File: src/rtl/updown_counter_param_pkg.sv
// Shared constants for the parametrised up/down counter.
//
// Contents:
//   MODE_WRAP / MODE_SAT : values for the SATURATE parameter
//   DIR_DOWN  / DIR_UP   : encodings of the 'up' direction input
//   max_for_width()      : largest value representable in a given width
package updown_counter_param_pkg;

    localparam bit MODE_WRAP = 1'b0;
    localparam bit MODE_SAT  = 1'b1;

    localparam logic DIR_DOWN = 1'b0;
    localparam logic DIR_UP   = 1'b1;

    // 64-bit arithmetic so that WIDTH = 32 does not overflow.
    function automatic longint unsigned max_for_width(input int width);
        return (64'd1 << width) - 64'd1;
    endfunction

endpackage

File: src/rtl/updown_counter_param_step.sv
// Combinational single-step logic for the up/down counter.
//
// Computes the value one enabled step away from q_i, and flags whether that
// step crosses a range end and wraps around.
//
// Parameters:
//   WIDTH    : counter width in bits
//   MAX_VAL  : highest count value (range is 0..MAX_VAL)
//   SATURATE : MODE_WRAP wraps at the ends, MODE_SAT holds there
// Ports:
//   q_i        : current count
//   up_i       : direction (DIR_UP increments, DIR_DOWN decrements)
//   next_q_o   : count after one enabled step
//   wrap_evt_o : high when this step wraps around a range end
module updown_step
    import updown_counter_param_pkg::*;
#(
    parameter int               WIDTH    = 3,
    parameter logic [WIDTH-1:0] MAX_VAL  = '1,
    parameter bit               SATURATE = MODE_WRAP
) (
    input  logic [WIDTH-1:0] q_i,
    input  logic             up_i,
    output logic [WIDTH-1:0] next_q_o,
    output logic             wrap_evt_o
);

    // Boundaries come from explicit compares; MAX_VAL need not be a power
    // of two minus one, so natural overflow cannot be used for wrapping.
    always_comb begin
        next_q_o   = q_i;
        wrap_evt_o = 1'b0;
        if (up_i == DIR_UP) begin
            if (q_i == MAX_VAL) begin
                if (SATURATE == MODE_WRAP) begin
                    next_q_o   = '0;
                    wrap_evt_o = 1'b1;
                end
            end else begin
                next_q_o = q_i + WIDTH'(1);
            end
        end else begin
            if (q_i == '0) begin
                if (SATURATE == MODE_WRAP) begin
                    next_q_o   = MAX_VAL;
                    wrap_evt_o = 1'b1;
                end
            end else begin
                next_q_o = q_i - WIDTH'(1);
            end
        end
    end

endmodule

File: src/rtl/updown_counter_param.sv
// Parametrised synchronous up/down counter with enable, parallel load,
// wrap/saturate mode, terminal-count and wrap-event status.
//
// Parameters:
//   WIDTH    : counter width, 1..32
//   MAX_VAL  : highest count value, 1..2**WIDTH-1
//   SATURATE : MODE_WRAP (0) wraps at the ends, MODE_SAT (1) holds there
// Ports:
//   clk      : rising-edge clock
//   reset    : synchronous, active-high reset
//   en       : count enable, one step per cycle
//   up       : direction, 1 = increment, 0 = decrement
//   load     : parallel load strobe (overrides en/up)
//   load_val : value to load, clamped to MAX_VAL
//   q        : registered count
//   tc       : combinational terminal count (next enabled edge hits a boundary)
//   wrap     : registered one-cycle pulse after a wrap-around edge
module updown_counter_param
    import updown_counter_param_pkg::*;
#(
    parameter int              WIDTH    = 3,
    parameter longint unsigned MAX_VAL  = (64'd1 << WIDTH) - 64'd1,
    parameter bit              SATURATE = MODE_WRAP
) (
    input  logic             clk,
    input  logic             reset,
    input  logic             en,
    input  logic             up,
    input  logic             load,
    input  logic [WIDTH-1:0] load_val,
    output logic [WIDTH-1:0] q,
    output logic             tc,
    output logic             wrap
);

    if (WIDTH < 1 || WIDTH > 32) begin : g_bad_width
        $error("updown_counter_param: WIDTH must be in 1..32");
    end

    if (MAX_VAL == 64'd0 || MAX_VAL > max_for_width(WIDTH)) begin : g_bad_max
        $error("updown_counter_param: MAX_VAL must be in 1..2**WIDTH-1");
    end

    localparam logic [WIDTH-1:0] MAX_Q = MAX_VAL[WIDTH-1:0];

    logic [WIDTH-1:0] count_q, count_d;
    logic             wrap_q, wrap_d;
    logic [WIDTH-1:0] step_q;
    logic             step_wrap;

    updown_step #(
        .WIDTH    (WIDTH),
        .MAX_VAL  (MAX_Q),
        .SATURATE (SATURATE)
    ) u_step (
        .q_i        (count_q),
        .up_i       (up),
        .next_q_o   (step_q),
        .wrap_evt_o (step_wrap)
    );

    // Priority: load > en; reset is applied in the register itself.
    always_comb begin
        count_d = count_q;
        wrap_d  = 1'b0;
        if (load) begin
            count_d = (load_val > MAX_Q) ? MAX_Q : load_val;
        end else if (en) begin
            count_d = step_q;
            wrap_d  = step_wrap;
        end
    end

    always_ff @(posedge clk) begin
        if (reset) begin
            count_q <= '0;
            wrap_q  <= 1'b0;
        end else begin
            count_q <= count_d;
            wrap_q  <= wrap_d;
        end
    end

    // Independent of load and SATURATE: only looks at where the next
    // enabled step would go.
    assign tc   = en & (((up == DIR_UP)   & (count_q == MAX_Q)) |
                        ((up == DIR_DOWN) & (count_q == '0)));
    assign q    = count_q;
    assign wrap = wrap_q;

endmodule
File: config.mk
export PLATFORM = sky130hd
export DESIGN_NAME = updown_counter_param
export DESIGN_NICKNAME = d
export VERILOG_FILES = /design/src/rtl/updown_counter_param_pkg.sv /design/src/rtl/updown_counter_param_step.sv /design/src/rtl/updown_counter_param.sv
export SDC_FILE = /design/constraint.sdc
export NUM_CORES = 1
export LEC_CHECK = 0
export ABC_CLOCK_PERIOD_IN_PS = 1600
export CORE_AREA = 2 2 39 41
export DETAILED_ROUTE_END_ITERATION = 6
export DIE_AREA = 0 0 41 43
export PLACE_DENSITY = 0.51
export SLEW_MARGIN = 0
export SYNTH_ARGS = -nofsm -noshare
export SYNTH_HDL_FRONTEND = slang
export SYNTH_SLANG_ARGS = --single-unit
export TNS_END_PERCENT = 10
File: constraint.sdc
create_clock -name clk -period 1.6 [get_ports clk]
set_input_delay 0.24 -clock clk [delete_from_list [all_inputs] [get_ports clk]]
set_output_delay 0.24 -clock clk [all_outputs]
set_load 0.005 [all_outputs]
## After elaboration in Yosys (flattened, before gate mapping)

Index checks and enable logic that the tools add are counted.

| word-level totals | value |
|---|---|
| RAM bits | 0 |
| bits in read-only memories | 0 |
| output and inout bits | 5 |
| logic and storage cells | 24 |
| flip-flop bits (word level) | 4 |
| memories kept | 0 |
| bits in latches | 0 |
| input port bits | 8 |

| cells by class | value |
|---|---|
| magnitude comparators | 1 |
| reduce and logical (&&, ||, !) cells | 3 |
| add/subtract/negate cells | 2 |
| muxes and demuxes | 9 |
| $mul | 0 |
| shifts and indexed selects | 0 |
| divide/modulo/power cells | 0 |
| equal/unequal tests | 1 |
| bitwise operators | 6 |

Operators by type and width:

| operator | number |
|---|---|
| 3-bit 2-to-1 mux | 6 |
| 3-bit by 1-bit adder with 3-bit output (second input constant) | 1 |
| 1-bit bitwise AND | 3 |
| 3-bit equality test (second input constant) | 1 |
| 3-bit greater-than comparator (second input constant) | 1 |
| 3-bit zero test | 1 |
| 1-bit 2-to-1 mux | 3 |
| 3-bit OR reduction | 1 |
| 3-bit by 1-bit subtractor with 3-bit output (second input constant) | 1 |
| 1-bit inverter | 2 |
| 2-bit nonzero test | 1 |
| 1-bit OR | 1 |

## Longest topological paths before layout

| depth | value |
|---|---|
| word-level depth | 5 |
| gate-level depth with buffers | 5 |
| mapped depth without buffers | 5 |

## Modules after synthesis

From an unflattened synthesis, not the netlist that was laid out.

| second synthesis, totals | value |
|---|---|
| cells, all modules | 32 |
| area total of the unflattened synthesis | 286.5 um^2 |

Modules (own cells, without submodules):

| module | cells each | area each (um^2) | instances | sequential area each (um^2) |
|---|---|---|---|---|
| updown_counter_param | 18 | 186.4 | 1 | 80.1 |
| updown_step | 14 | 100.1 | 1 | 0.0 |

## Worst setup path after synthesis

Ideal clock, no wire load.

| timing | value |
|---|---|
| path type | register -> register |
| start point | reg count_q[0] (netlist: q[0]) |
| end point | reg count_q[1] (netlist: q[1]) |
| required time | 1.526 ns |
| stages on the path, launching flop included | 6 |
| setup time | 0.074 ns |
| arrival time | 1.229 ns |
| slack | 0.297 ns |
| clock period less this slack | 1.303 ns |
| buffers on the path | 0 |
| cell sequence | dfxtp_1 -> ha_1 -> ha_1 -> nand2b_1 -> a221o_1 -> o21ai_0 |

| on the way | value |
|---|---|
| word-level cells in the longest chain between the ends | 5 |
| elaborated cells on any way between the ends | 9 |
| classes of those cells | add/sub: 2; eq/ne: 1; mux: 5; reduce/logical: 1 |

Ends and longest elaborated chain:

| item | line | RTL |
|---|---|---|
| start, declared | updown_counter_param.sv:46 | `logic [WIDTH-1:0] count_q, count_d;` |
| start signal, assigned | updown_counter_param.sv:79 | `count_q <= count_d;` |
| 3-bit by 1-bit subtractor with 3-bit output (tied with other cells) | updown_counter_param_step.sv:49 | `next_q_o = q_i - WIDTH'(1);` |
| 3-bit 2-to-1 mux, on equally long branches | updown_counter_param_step.sv:43, updown_counter_param_step.sv:34 |  |
| 3-bit 2-to-1 mux (*) | updown_counter_param_step.sv:33 | `if (up_i == DIR_UP) begin` |
| 3-bit 2-to-1 mux (*) | updown_counter_param.sv:68 | `end else if (en) begin` |
| 3-bit 2-to-1 mux (*) | updown_counter_param.sv:66 | `if (load) begin` |

Every way passes the cells marked *; elsewhere a longest branch is shown, timed or not. The select of a mux whose other input is x is not followed.
A chain may end at the register's enable or synchronous reset.

## Worst setup path after layout

| timing | value |
|---|---|
| start point | reg count_q[2] (netlist: q[2]) |
| end point | out q[2] |

RTL lines:

| item | line | RTL |
|---|---|---|
| end, declared | updown_counter_param.sv:31 | `output logic [WIDTH-1:0] q,` |

No word-level cell between the ends.

==> results.tsv <==
metric	value	unit
ant_nets	0	
synth_fa_ha_area_frac	0.172	
synth_area	292	um2
io_buffers	12	
cts-root-buf	clkbuf_4	
vias	345	
cpPeakStageDelay	0.49	ns
cp_max_fo	4	
core_area	1380	um2
hold_viol	0	
synth-seq-cells	4	
die_w	41	um
drt_iter0_drc	7	
synth_mux_area_frac	0.0343	
min_path_type	input pin to flip-flop	
grt_max_degree	7	
grt_pass1_vias	338	
start_util	0.211	
gp_congestion	0.777	
leakagePower	0.243	nW
clk_pin_slew	0.04	ns
synth_warnings	0	
cts_tree	built	
dr.pass1.iters	3	
clock_sinks	4	
synth_top_cell_by_area	dfxtp_1	
vdd_drop_max	226	uV
fmax	641	MHz
cap_violations	0	
insertion_delay	0.24	ns
crit_path_top_delay_cell	clkdlybuf4s50_1	
path_cells	buf_4, clkdlybuf4s50_1	
syn-num-nets	47	
setup_viol	0	
routedWlPerCell	11.2	um
multi_input_area	225	um2
hold_buffers	0	
synth_simple_gate_area_share	0.240	
worst_pin_slew	0.246	ns
ff_latch_area	82.6	um2
grt_pass1_wl	1350	um
antenna_cells	0	
synth-xor-area-share	0	
synth_top_family_by_area	simple AND/OR/NAND/NOR gates	
cp.required	1.36	ns
syn2layout_area_growth	95.7	%
die_h	43	um
htreeDepth	1	
fin_crit_sh	0.974	
synth-compound-area-share	0.215	
synthTopCellsByArea	dfxtp_1, ha_1, a21oi_1	
synth_cells	35	
fin_area	571	um2
clockBufferDepth	2	
fin_crit	1.56	ns
ys_async_sr_fraction	0	
critPathKind	flip-flop to output pin	
io_pins	13	
drt_wl_total	863	um
dp_hpwl	618	um
tns	0	ns
worstPathArrival	1.32	ns
vias_per_cell	4.48	
outcome	completed	
cts_buffers	3	
endpoint_kind	output pin	
skew	0.00389	ns
drive_gt1_frac	0.426	
nets	75	
rsz0062_at_grt	false	
r2r_cells	5	
rows	14	
power.density	666	nW/um2
ys.flop_type	dfxtp_1	
grt_overflow	0	
drc	0	
ys_types	17	
ys_seq_area_frac	0.275	
globalRouteTotalUtil	0.111	
dieArea	1760	um2
holdPathStages	3	
grt_antenna_before_repair	0	
yosysMostFrequentCell	a21oi_1	
relSlewSlack	0.834	
synth.avg_cell_area	8.33	um2
synth_top_area_frac	0.275	
fillers	157	
synth_commonest_cells	a21oi_1, dfxtp_1, ha_1, inv_1, nor3b_1	
start_kind	flip-flop	
final_max_slew_viol_count	0	
dpl_cell_area	510	um2
synth-edff-count	0	
-- area by class of cell --
cell class              instances  share of cell area
repair buffers                 24               0.360
clock buffers                   3              0.0395
well taps                      16              0.0351
flip-flops and latches          4               0.145
multi-input cells              26               0.395
inverters                       4              0.0263
-- logic make-up after synthesis --
kind of cell	Yosys count
mux	1
compound gates	10
buf+inv	5
fa+ha+maj	4
simple gates	11
flops	4
-- through the flow --
step	cells	util	power (mW)	worst slack [ns]	hold slack (ns)
finish	77	0.412	0.380	0.0411	0.561
detailed placement	73	0.369	0.235	-0.308	0.717
floorplan	35	-	0.159	0.297	0.319
global route	77	0.412	0.402	0.0111	0.592
global placement	73	0.369	0.234	-0.260	0.698
CTS	77	0.405	0.373	0.0534	0.562
-- path summary, 6_finish.rpt --
kind                              to  slack, ns         from
worst max-delay path            q[2]       0.04         q[2]
worst min-delay path            q[0]       0.56  load_val[0]
worst max register to register  q[1]       0.28         q[0]
worst min register to register  q[0]       0.71         q[0]
-- metal layers --
layer	share of wire	track usage
met2	0.50	0.159
met3	0.017	0
met5	0	0
met1	0.48	0.154
met4	0	0.0800
-- power by group --
| group | switching (mW) | internal [mW] |
|---|---|---|
| sequential | 0.00810 | 0.108 |
| clock | 0.0431 | 0.0840 |
| combinational | 0.0502 | 0.0861 |
-- flip-flops by register name, summed over array words and instances (netlist names) --
register,cells
wrap,1
q,3
-- cell usage in the layout, fill, tap and decap left out, drive strengths merged --
| master | instances |
|---|---|
| mux2i | 1 |
| a221o | 1 |
| a221oi | 1 |
| nor4 | 1 |
| nand2b | 2 |
| clkbuf | 3 |
| buf | 13 |
| nor2 | 2 |
| nand2 | 1 |
| nor2b | 1 |
| inv | 4 |
| a21oi | 5 |
| o21ai | 2 |
| dfxtp | 4 |
| ha | 4 |
| clkdlybuf4s50 | 11 |
| o32ai | 1 |
| nor3b | 3 |
| or3b | 1 |
-- repair_timing --
action                     CTS  global route
pin swaps                    3             2
setup buffers                1             0
gates resized for setup     12             3
setup endpoints to repair    1             1
-- critical path: cells and delay by family, from the launching register on --
family	cells	cell delay (ns)
DFF	1	0.43
buffers and inverters	2	0.65
Power figures use the tool's default switching activity.
